==> config.mk <==
export PLATFORM = sky130hd
export DESIGN_NAME = reg_control_8b_flat
export DESIGN_NICKNAME = d
export VERILOG_FILES = /design/src/rtl/reg_control_8b_if.sv /design/src/rtl/reg_control_8b.sv /design/src/flat_wrapper.sv
export SDC_FILE = /design/constraint.sdc
export NUM_CORES = 1
export LEC_CHECK = 0
export BUFFER_PORTS_ARGS = -buffer_cell sky130_fd_sc_hd__buf_2
export CAP_MARGIN = 15
export CORE_AREA = 3 3 40 42
export CTS_CLUSTER_DIAMETER = 50
export DETAILED_ROUTE_END_ITERATION = 7
export DIE_AREA = 0 0 43 45
export PLACE_DENSITY = 0.61
export SLEW_MARGIN = 40
export SYNTH_ARGS = -nofsm -noshare
export SYNTH_HDL_FRONTEND = slang
export SYNTH_SLANG_ARGS = --single-unit
export TNS_END_PERCENT = 1
==> constraint.sdc <==
create_clock -name clk -period 0.9 [get_ports clk]
set_input_delay 0.18 -clock clk [delete_from_list [all_inputs] [get_ports clk]]
set_output_delay 0.18 -clock clk [all_outputs]
set_load 0.05 [all_outputs]
==> src/rtl/reg_control_8b_if.sv <==
// Operation/data bundle for the multi-function shift register.
// Latency: none (wires only); the register itself adds one cycle.
// Backpressure: none; the register accepts one operation every clock.
//
// Signals:
//   control  3-bit opcode, sampled on the rising clock edge
//   s_in     serial bit that enters the MSB on the serial-in shift
//   d_in     parallel load data
//   reg_out  current register contents
interface reg_control_8b_if #(
  parameter int WIDTH = 8
);
  logic [2:0]       control;
  logic             s_in;
  logic [WIDTH-1:0] d_in;
  logic [WIDTH-1:0] reg_out;

  // master drives operations and observes the register; slave is the register
  modport master (output control, s_in, d_in, input reg_out);
  modport slave  (input control, s_in, d_in, output reg_out);
endinterface

==> src/rtl/reg_control_8b.sv <==
// General-purpose register: clear, load, shift (logical/arithmetic/serial-in), rotate.
// Latency: 1 cycle; the result of the operation sampled at an edge is on reg_out after it.
// Backpressure: none; exactly one operation is applied on every clock edge.
//
// Ports:
//   clk    rising-edge clock
//   reset  asynchronous, active-high; forces the register to zero immediately
//   bus    slave side of reg_control_8b_if (control, s_in, d_in in; reg_out out)
module reg_control_8b #(
  parameter int WIDTH = 8
) (
  input  logic           clk,
  input  logic           reset,
  reg_control_8b_if.slave bus
);

  typedef enum logic [2:0] {
    OP_CLEAR = 3'b000,
    OP_LOAD  = 3'b001,
    OP_LSR   = 3'b010,
    OP_LSL   = 3'b011,
    OP_ASR   = 3'b100,
    OP_SSR   = 3'b101,
    OP_ROR   = 3'b110,
    OP_ROL   = 3'b111
  } op_t;

  logic [WIDTH-1:0] q;
  logic [WIDTH-1:0] q_next;
  op_t              op;

  assign op = op_t'(bus.control);

  // Full decode over all eight codes: bits shifted out are simply dropped.
  always_comb begin
    q_next = q;
    unique case (op)
      OP_CLEAR: q_next = '0;
      OP_LOAD:  q_next = bus.d_in;
      OP_LSR:   q_next = {1'b0, q[WIDTH-1:1]};
      OP_LSL:   q_next = {q[WIDTH-2:0], 1'b0};
      OP_ASR:   q_next = {q[WIDTH-1], q[WIDTH-1:1]};
      OP_SSR:   q_next = {bus.s_in, q[WIDTH-1:1]};
      OP_ROR:   q_next = {q[0], q[WIDTH-1:1]};
      OP_ROL:   q_next = {q[WIDTH-2:0], q[WIDTH-1]};
      default:  q_next = q;
    endcase
  end

  always_ff @(posedge clk or posedge reset) begin
    if (reset) begin
      q <= '0;
    end else begin
      q <= q_next;
    end
  end

  // Output comes straight from the flops; no combinational path from inputs.
  assign bus.reg_out = q;

endmodule

==> src/flat_wrapper.sv <==
// flat-port wrapper written by rule: the top's interface ports become plain ports
module reg_control_8b_flat 
#(
  parameter int WIDTH = 8
)
  (clk, reset, bus_control, bus_s_in, bus_d_in, bus_reg_out);
  reg_control_8b_if #(.WIDTH(WIDTH)) bus_i ();
  input  logic clk;
  input  logic reset;
  input wire logic [$bits(bus_i.control)-1:0] bus_control;
  input wire logic [$bits(bus_i.s_in)-1:0] bus_s_in;
  input wire logic [$bits(bus_i.d_in)-1:0] bus_d_in;
  output wire logic [$bits(bus_i.reg_out)-1:0] bus_reg_out;
  assign bus_i.control = bus_control;
  assign bus_i.s_in = bus_s_in;
  assign bus_i.d_in = bus_d_in;
  assign bus_reg_out = bus_i.reg_out;
  reg_control_8b #(.WIDTH(WIDTH)) u_core (.clk(clk), .reset(reset), .bus(bus_i));
endmodule
* Word-level counts from Yosys, hierarchy flattened
Index checks and enable logic that the tools add are counted.
** Storage, ports and cells
- Register bits :: 8
- Input port bits :: 14
- Output and inout port bits :: 8
- Logic and storage cells :: 11
** Cells by class
- Eq/ne operators :: 7
- Multiplexer cells :: 1
- Reduce and logical (&&, ||, !) cells :: 1
** Operators by type and width (count)
- one-hot mux 8 bit (8 select lines) :: 1
- == test 3 bit (second input constant) :: 4
- == test 3 x 2 -> 1 bit (second input constant) :: 2
- == test 3 x 1 -> 1 bit (second input constant) :: 1
- logical NOT 3 bit :: 1

* Depth between registers and ports, before layout
Gate-level depths: netlist of the first run.
- Depth in word-level cells :: 2
- Mapped depth :: 4
- Depth with buffers taken out :: 3

* Worst setup path after synthesis of the first run
Ideal clock, no wire load.
- Kind :: reg2reg
- Start :: reg u_core.q[7] (netlist: u_core.bus.reg_out[7])
- End :: reg u_core.q[0] (netlist: u_core.bus.reg_out[0])
- Library setup time :: 121 ps
- Arrival time :: 1131 ps
- Data required time :: 779 ps
- Path slack :: -353 ps
- Cell stages (with the launch flop) :: 4
- Buffers on the path :: 0
- Clock period less this slack :: 1253 ps
- Cell sequence :: dfrtp_1 and3_1 a21o_1 a22o_1
** Between the ends
- Longest elaborated chain between the ends :: 1
** RTL lines
- start: declaration :: RTL line reg_control_8b.sv:28 : logic [WIDTH-1:0] q;
- start signal: assignment :: RTL line reg_control_8b.sv:54 : q <= q_next;
- one-hot mux 8 bit (8 select lines) :: RTL line reg_control_8b.sv:37 : unique case (op)
- net u_core.q_next[0] :: RTL line reg_control_8b.sv:29 : logic [WIDTH-1:0] q_next;
The timed path passes the listed nets, and every way through them passes these cells.
A chain may end at the register's enable or synchronous reset.

* Worst setup path after layout of the first run
- Start :: reg u_core.q[7] (netlist: u_core.bus.reg_out[7])
- End :: out bus_reg_out[7]
** RTL lines
- end: declaration :: RTL line flat_wrapper.sv:13 : output wire logic [$bits(bus_i.reg_out)-1:0] bus_reg_out;
No word-level cell between the ends.

==> results.json, run 1 <==
{
  "status": "finished, violations left",
  "failed_checks": "setup timing",
  "crit_arrival_ns": 0.93,
  "multiInputGateArea_um2": 211,
  "synthesis.nets": 52,
  "synth_seq_cells": 8,
  "clk_path_buf_depth": 2,
  "final_nets": 86,
  "clk_latency_ns": 0.26,
  "path_cells": "buf_6, buf_8",
  "drive_gt1_share_pct": 57.1,
  "antenna_cells": 0,
  "vias_per_cell": 5.32,
  "cts_tree": "yes",
  "grt_pass1_vias": 482,
  "grt_overflow": 0,
  "htreeDepth": 1,
  "hold_violations": 0,
  "whs_ns": 0.261,
  "area_growth_pct": 64.3,
  "cp_slowest_cell": "dfrtp_2",
  "setup.worst_path.start_class": "flip-flop",
  "root_buffer": "clkbuf_4",
  "critical_path_class": "flip-flop to primary output",
  "synth.largest_area_cell": "dfrtp_1",
  "reg2reg_depth": 3,
  "drc": 0,
  "ys_types": 18,
  "num_rows": 13,
  "crit_required_ns": 0.72,
  "antenna_left": 0,
  "vias": 452,
  "synthFlopType": "dfrtp_1",
  "finalWorstSetupSlack_ns": -0.207,
  "die_area_um2": 1940,
  "slew_headroom_pct": 79.3,
  "drv_slew": 0,
  "place_hpwl_um": 1010,
  "dr.pass1.iters": 4,
  "port_buffers": 21,
  "fin_crit_ns": 1.11,
  "ir_drop_v": 0.00102,
  "path_clk_slew_ns": 0.05,
  "postSynthCellCount": 38,
  "netlist.area_leader.share_pct": 46.8,
  "yosys_warnings": 0,
  "clock_skew_ns": 0.00380,
  "initial_core_util_pct": 33.3,
  "cap_viol_max_count": 0,
  "cts_made_buffers": 3,
  "synth_edf_count": 0,
  "synth_most_common_cell": "a22o_1",
  "grt_setup_unrepaired": "yes",
  "coreArea_um2": 1280,
  "ios": 22,
  "initialDrtViolationCount": 10,
  "cpPeakStageDelay_ns": 0.41,
  "leakagePower_nw": 0.367,
  "chipWidth_um": 43,
  "power_mw": 1.25,
  "async_reset_ff_share_pct": 100,
  "drt_wl_total_um": 1340,
  "grt_start_max_net_pins": 9,
  "antenna_found_initial": 0,
  "power_density_nw_per_um2": 1780,
  "regArea_um2": 203,
  "die_h_um": 45,
  "max_freq_ghz": 0.903,
  "ys_seq_area_share_pct": 46.8,
  "worstHoldPathCells": 3,
  "synth_area_leaders": "dfrtp_1, a22o_1, mux2i_2, o221a_2, mux2i_1",
  "synth_common_cells": "a22o_1, dfrtp_1, nand2_1",
  "wl_per_cell_um": 15.7,
  "cts_sinks": 8,
  "avgSynthCellArea_um2": 11.3,
  "grt_pass1_wl_um": 2240,
  "tightestPinTransition_ns": 0.311,
  "crit_fanout": 2,
  "synth_area_um2": 428,
  "hold_class": "primary input to flip-flop",
  "largest_register_ffs": 8,
  "cp-end-kind": "primary output",
  "postLayoutCoreUtil_pct": 54.7,
  "timing.final.crit_share_pct": 123,
  "grt_usage_pct": 16.7,
  "place.gp.congestion": 0.755,
  "setup_violations": 16,
  "fillers": 128
}
-- placed cells by master, fill, tap and decap left out --
cell type and count:
a22o_1 13, buf_2 13, buf_6 8, buf_4 8
dfrtp_1 6, clkbuf_4 3, nand2_1 2, dfrtp_2 2
nor2_2 1, and3_1 1, a21o_1 1, inv_2 1
mux2i_2 1, inv_1 1, mux2i_1 1, o21ai_0 1
a21boi_1 1, nand3_1 1, o221a_2 1, a21oi_2 1
o2bb2ai_1 1, dlygate4sd3_1 1, buf_8 1
-- cells by family after synthesis --
kind of cell	after synthesis	share of synthesized area, %
compound gates	19	37.1
buf+inv	4	4.68
flops	8	46.8
mux	2	5.55
simple gates	5	5.85
-- critical path: cells and delay by family (launching register included) --
kind	cells	cell delay [ns]
buf+inv	2	0.26
flops	1	0.41
-- metrics by stage --
stage          cells  worst slack (ns)  cell area [um2]  TNS [ns]
2_1_floorplan     38            -0.253              430     -1.73
3_3_place_gp      80            -0.112              602    -0.737
3_5_place_dp      80            -0.135              602    -0.803
4_1_cts           85            -0.212              703     -1.43
5_1_grt           85            -0.236              703     -1.95
6_report          85            -0.207              703     -1.35
-- path summary, 6_finish.rpt --
path	start	slack [ns]	to
hold reg to reg	u_core.bus.reg_out[3]	0.56	u_core.bus.reg_out[2]
min in group asynchronous	reset	0.41	u_core.bus.reg_out[4]
setup / recovery	u_core.bus.reg_out[7]	-0.21	bus_reg_out[7]
setup reg to reg	u_core.bus.reg_out[7]	-0.13	u_core.bus.reg_out[0]
max in group asynchronous	reset	0.23	u_core.bus.reg_out[0]
hold / removal	bus_d_in[6]	0.26	u_core.bus.reg_out[6]
-- final cells by class --
type                       count  area share [%]
clock buffer                   3            3.20
inverter                       2            1.07
multi-input combinational     26            30.1
sequential                     8            28.8
tap                           15            2.67
timing repair buffer          31            34.2
-- routing by layer --
layer	track usage (%)	wire length, um	part of all wire, %	vias up
met4	10.2	36	2.7	0
met5	0	0	0	-
met1	19.8	574	43	210
met3	6.77	80	6.0	7
li1	-	-	-	215
met2	25.4	644	48	20
-- power breakdown --
group          leakage, nW  internal (mW)  switching [mW]
registers            0.101          0.408          0.0470
logic                0.252          0.234           0.286
clock network       0.0138          0.153           0.124
-- what timing repair did --
item                                    4_1_cts  5_1_grt
hold buffers                                  1        0
setup buffers                                 1        0
endpoints found under the setup margin       16       16
endpoints found under the hold margin         8        0
gates resized for setup                      20        0
pin swaps                                     6        0
Power figures use the tool's default switching activity.
==> run 2: changes to the inputs <==
- ABC_AREA: default -> 1
- PLACE_DENSITY: 0.61 -> 0.6
==> results.json, run 2 <==
{
  "hold_class": "primary input to flip-flop",
  "cp_top_family": "flip-flops",
  "grt_setup_unrepaired": "yes",
  "slew_headroom_pct": 77.9,
  "die_area_um2": 1940,
  "synth.largest_area_cell": "dfrtp_1",
  "hold_violations": 0,
  "worstSetupStartpoint": "u_core.bus.reg_out[1]",
  "netlist.area_leader.share_pct": 48.3,
  "path_cells": "buf_6",
  "crit_required_ns": 0.72,
  "fin_crit_ns": 1.00,
  "clk_path_buf_depth": 2,
  "chipWidth_um": 43,
  "cp_slowest_cell": "dfrtp_1",
  "area_growth_pct": 66.2,
  "grt_pass1_vias": 471,
  "port_buffers": 21,
  "cts_tree": "yes",
  "die_h_um": 45,
  "grt_overflow": 0,
  "vias": 478,
  "switching_share_pct": 35.5,
  "failed_checks": "setup timing",
  "clk_latency_ns": 0.26,
  "num_rows": 13,
  "antenna_found_initial": 0,
  "root_buffer": "clkbuf_4",
  "antenna_cells": 0,
  "r2r-end": "u_core.bus.reg_out[4]",
  "synth_area_leaders": "dfrtp_1, nand2_1, nand3_1, nand4_1, o21ai_4",
  "pwr-share-clk_pct": 26.5,
  "synth_area_um2": 414,
  "crit_arrival_ns": 0.82,
  "rrSetupSlack_ns": 0.01,
  "cap_viol_max_count": 0,
  "setup.worst_path.start_class": "flip-flop",
  "max_freq_ghz": 0.996,
  "vias_per_cell": 4.60,
  "htreeDepth": 1,
  "ys_types": 10,
  "path_buf_inv": 1,
  "final_nets": 104,
  "power_frac_comb_pct": 35.9,
  "largest_register_ffs": 8,
  "power_mw": 1.14,
  "drv_slew": 0,
  "grt_usage_pct": 14.2,
  "synth_common_cells": "nand2_1, dfrtp_1, nand3_1",
  "crit_fanout": 3,
  "initial_core_util_pct": 32.2,
  "ys_seq_area_share_pct": 48.3,
  "drt_wl_total_um": 1170,
  "p_switching_uw": 406,
  "critical_path_class": "flip-flop to primary output",
  "p_seq_share_pct": 37.6,
  "postSynthCellCount": 55,
  "cpPeakStageDelay_ns": 0.40,
  "place_hpwl_um": 826,
  "ios": 22,
  "synth_edf_count": 0,
  "path_clk_slew_ns": 0.06,
  "grt_start_max_net_pins": 9,
  "initialDrtViolationCount": 7,
  "synth_seq_cells": 8,
  "yosys_warnings": 0,
  "power_density_nw_per_um2": 1660,
  "reg2reg_depth": 4,
  "wl_per_cell_um": 11.3,
  "whs_ns": 0.142,
  "ir_drop_v": 0.000971,
  "coreArea_um2": 1280,
  "worstHoldPathCells": 3,
  "leakagePower_nw": 0.370,
  "mostFrequentLayoutCell": "nand2_1",
  "drive_gt1_share_pct": 46.1,
  "grt_pass1_wl_um": 1950,
  "r2r-start": "u_core.bus.reg_out[5]",
  "p_int_uw": 738,
  "hold_start": "bus_d_in[4]",
  "min_to": "u_core.bus.reg_out[4]",
  "status": "finished, violations left",
  "cp-end-kind": "primary output",
  "avgSynthCellArea_um2": 7.53,
  "finalWorstSetupSlack_ns": -0.104,
  "path_depth": 1,
  "layout_common_cells": "nand2_1, buf_2, nand3_1, buf_6, buf_4",
  "clock_skew_ns": 0.00778,
  "dr.pass1.iters": 4,
  "timing.final.crit_share_pct": 112,
  "setup_violations": 8,
  "cts_made_buffers": 3,
  "drc": 0,
  "antenna_left": 0,
  "cts_sinks": 8,
  "synthesis.nets": 69,
  "synthFlopType": "dfrtp_1",
  "place.gp.congestion": 0.718,
  "async_reset_ff_share_pct": 100,
  "tightestPinTransition_ns": 0.330,
  "synth_most_common_cell": "nand2_1"
}
==> run 2: worst max path at each step <==
stage,endpoint,slack (ns)
after floorplan,u_core.bus.reg_out[7],0.002
after global placement,u_core.bus.reg_out[6],0.005
after detailed placement,u_core.bus.reg_out[6],-0.04
after CTS,bus_reg_out[5],-0.11
after global routing,bus_reg_out[1],-0.14
final,bus_reg_out[1],-0.10
==> run 2: power by group through the flow <==
| stage | registers, mW | logic (mW) | clock network [mW] |
|---|---|---|---|
| CTS | 0.431 | 0.405 | 0.309 |
| floorplan | 0.566 | 0.0710 | 0 |
| global placement | 0.437 | 0.297 | 0 |
| detailed placement | 0.438 | 0.296 | 0 |
| finish | 0.430 | 0.411 | 0.304 |
| global route | 0.435 | 0.438 | 0.326 |
==> run 2: kinds of logic (layout without fill, tap and decap cells) <==
logic type	Yosys count	count (layout)	share of synthesized area [%]
buf+inv	6	40	5.44
flops	8	8	48.3
simple gates	40	40	42.3
compound gates	1	1	3.93
==> run 2: what timing repair did <==
item	in CTS	in global routing
setup buffers	7	1
gates cloned	0	0
gates resized for setup	16	0
pin swaps	2	0
setup endpoints to repair	8	11
hold buffers	1	0
endpoints found under the hold margin	8	0
==> run 2: cell type report <==
cell class	instances	area [um2]
Fill cell	132	597
Tap cell	15	18.8
Sequential cell	8	204
Clock buffer	4	26.3
Multi-Input combinational cell	41	191
Timing Repair Buffer	30	225
Inverter	6	22.5
==> run 2: per-layer routing <==
layer	GRT usage, %	wire (um)	vias to the layer above
li1	-	-	244
met1	15.6	442	220
met2	23.1	627	12
met3	7.97	91	2
met4	5.42	9	0
met5	0	0	-
==> run 2: metrics by stage <==
| stage | instance area (um2) | TNS [ns] | setup slack, ns | instances | util, % |
|---|---|---|---|---|---|
| floorplan | 418 | 0 | 0.00186 | 55 | - |
| global placement | 542 | 0 | 0.00478 | 91 | 42.2 |
| detailed placement | 542 | -0.182 | -0.0425 | 91 | 42.2 |
| CTS | 681 | -0.823 | -0.115 | 103 | 53.0 |
| global route | 688 | -1.10 | -0.136 | 104 | 53.6 |
| finish | 688 | -0.783 | -0.104 | 104 | 53.6 |
==> run 3: changes to the inputs <==
- PLACE_DENSITY: 0.6 -> 0.58
- clock period: 0.9 -> 0.95 ns (I/O delays scaled with it)
==> results.json, run 3 (synthesis gave the netlist of run 2 again) <==
{
  "cap_viol_max_count": 0,
  "root_buffer": "clkbuf_4",
  "largest_register_ffs": 8,
  "cts_tree": "yes",
  "tightestPinTransition_ns": 0.324,
  "port_buffers": 21,
  "cts_made_buffers": 3,
  "layout_common_cells": "nand2_1, buf_2, nand3_1, buf_6, dfrtp_1",
  "critical_path_class": "flip-flop to primary output",
  "failed_checks": "setup timing",
  "slew_headroom_pct": 78.4,
  "crit_required_ns": 0.76,
  "die_area_um2": 1940,
  "power_mw": 1.07,
  "cp_top_family": "flip-flops",
  "antenna_left": 0,
  "crit_arrival_ns": 0.84,
  "grt_pass1_vias": 446,
  "power_density_nw_per_um2": 1620,
  "status": "finished, violations left",
  "drt_wl_total_um": 1190,
  "grt_usage_pct": 13.7,
  "fin_crit_ns": 1.03,
  "place_hpwl_um": 851,
  "mostFrequentLayoutCell": "nand2_1",
  "timing.final.crit_share_pct": 108,
  "cp_slowest_cell": "dfrtp_1",
  "dr.pass1.iters": 4,
  "drv_slew": 0,
  "ios": 22,
  "postLayoutCoreUtil_pct": 51.6,
  "final_nets": 101,
  "path_clk_slew_ns": 0.07,
  "antenna_cells": 0,
  "cp-end-kind": "primary output",
  "hold_class": "primary input to flip-flop",
  "grt_setup_unrepaired": "yes",
  "die_h_um": 45,
  "path_buf_inv": 1,
  "drive_gt1_share_pct": 41.9,
  "leakagePower_nw": 0.357,
  "vias": 485,
  "grt_overflow": 0,
  "crit_fanout": 4,
  "num_rows": 13,
  "clk_path_buf_depth": 2,
  "hold_violations": 0,
  "setup_violations": 8,
  "cpPeakStageDelay_ns": 0.41,
  "place.gp.congestion": 0.762,
  "chipWidth_um": 43,
  "htreeDepth": 1,
  "coreArea_um2": 1280,
  "setup.worst_path.start_class": "flip-flop",
  "vias_per_cell": 4.80,
  "grt_pass1_wl_um": 1870,
  "clk_latency_ns": 0.27,
  "antenna_found_initial": 0,
  "ir_drop_v": 0.000668,
  "grt_start_max_net_pins": 9,
  "finalWorstSetupSlack_ns": -0.0800,
  "initialDrtViolationCount": 9,
  "drc": 0,
  "initial_core_util_pct": 32.2,
  "clock_skew_ns": 0.0178,
  "path_cells": "buf_6",
  "area_growth_pct": 60.1,
  "cts_sinks": 8,
  "max_freq_ghz": 0.971,
  "wl_per_cell_um": 11.7
}
[run 3: cell types whose count changed in the layout (fill, tap and decap cells not counted), sizes merged]
cell | previous run | this run
buf | 29 | 26
[run 3: timing repair]
action	in CTS	in global routing
hold endpoints to repair	8	0
hold buffers	1	0
buffers inserted	3	2
endpoints found under the setup margin	8	9
resized for setup	16	0
pin swaps	0	1
[run 3: final cells by class]
class	instances	area (um2)
Clock buffer	4	26.3
Timing Repair Buffer	27	203
Fill cell	124	622
Tap cell	15	18.8
Sequential cell	8	201
Multi-Input combinational cell	41	191
Inverter	6	22.5
[run 3: per-layer routing]
metal	global-route usage, %	vias up	wire length (um)
li1	-	242	-
met1	15.4	227	481
met2	21.6	14	616
met3	6.77	2	72
met4	7.23	0	16
met5	0	-	0
[run 3: per-stage QoR]
step           setup slack (ns)  instances  setup TNS (ns)  instance area, um2  hold WS (ns)
5_1_grt                  -0.111        101          -0.820                 663         0.143
4_1_cts                 -0.0820         99          -0.587                 648         0.143
2_1_floorplan           0.00351         55               0                 415       0.00559
3_3_place_gp             0.0248         91               0                 539         0.154
6_report                -0.0800        101          -0.516                 663         0.143
3_5_place_dp           -0.00752         91        -0.00752                 539         0.162
[run 3: where the power goes]
part           total [mW]  internal (mW)  switching (mW)  leakage [nW]
Combinational       0.366          0.143           0.223         0.237
Sequential          0.409          0.377          0.0317         0.105
Clock               0.296          0.161           0.135        0.0150
[run 3: final timing paths]
check	slack (ns)	cells past startpoint	start	endpoint
max	-0.08	1	u_core.bus.reg_out[7]	bus_reg_out[7]
min	0.14	3	bus_d_in[4]	u_core.bus.reg_out[4]
max reg2reg	0.02	5	u_core.bus.reg_out[6]	u_core.bus.reg_out[7]
min reg2reg	0.53	2	u_core.bus.reg_out[2]	u_core.bus.reg_out[1]
max in group asynchronous	0.27	3	reset	u_core.bus.reg_out[7]
min in group asynchronous	0.42	3	reset	u_core.bus.reg_out[4]
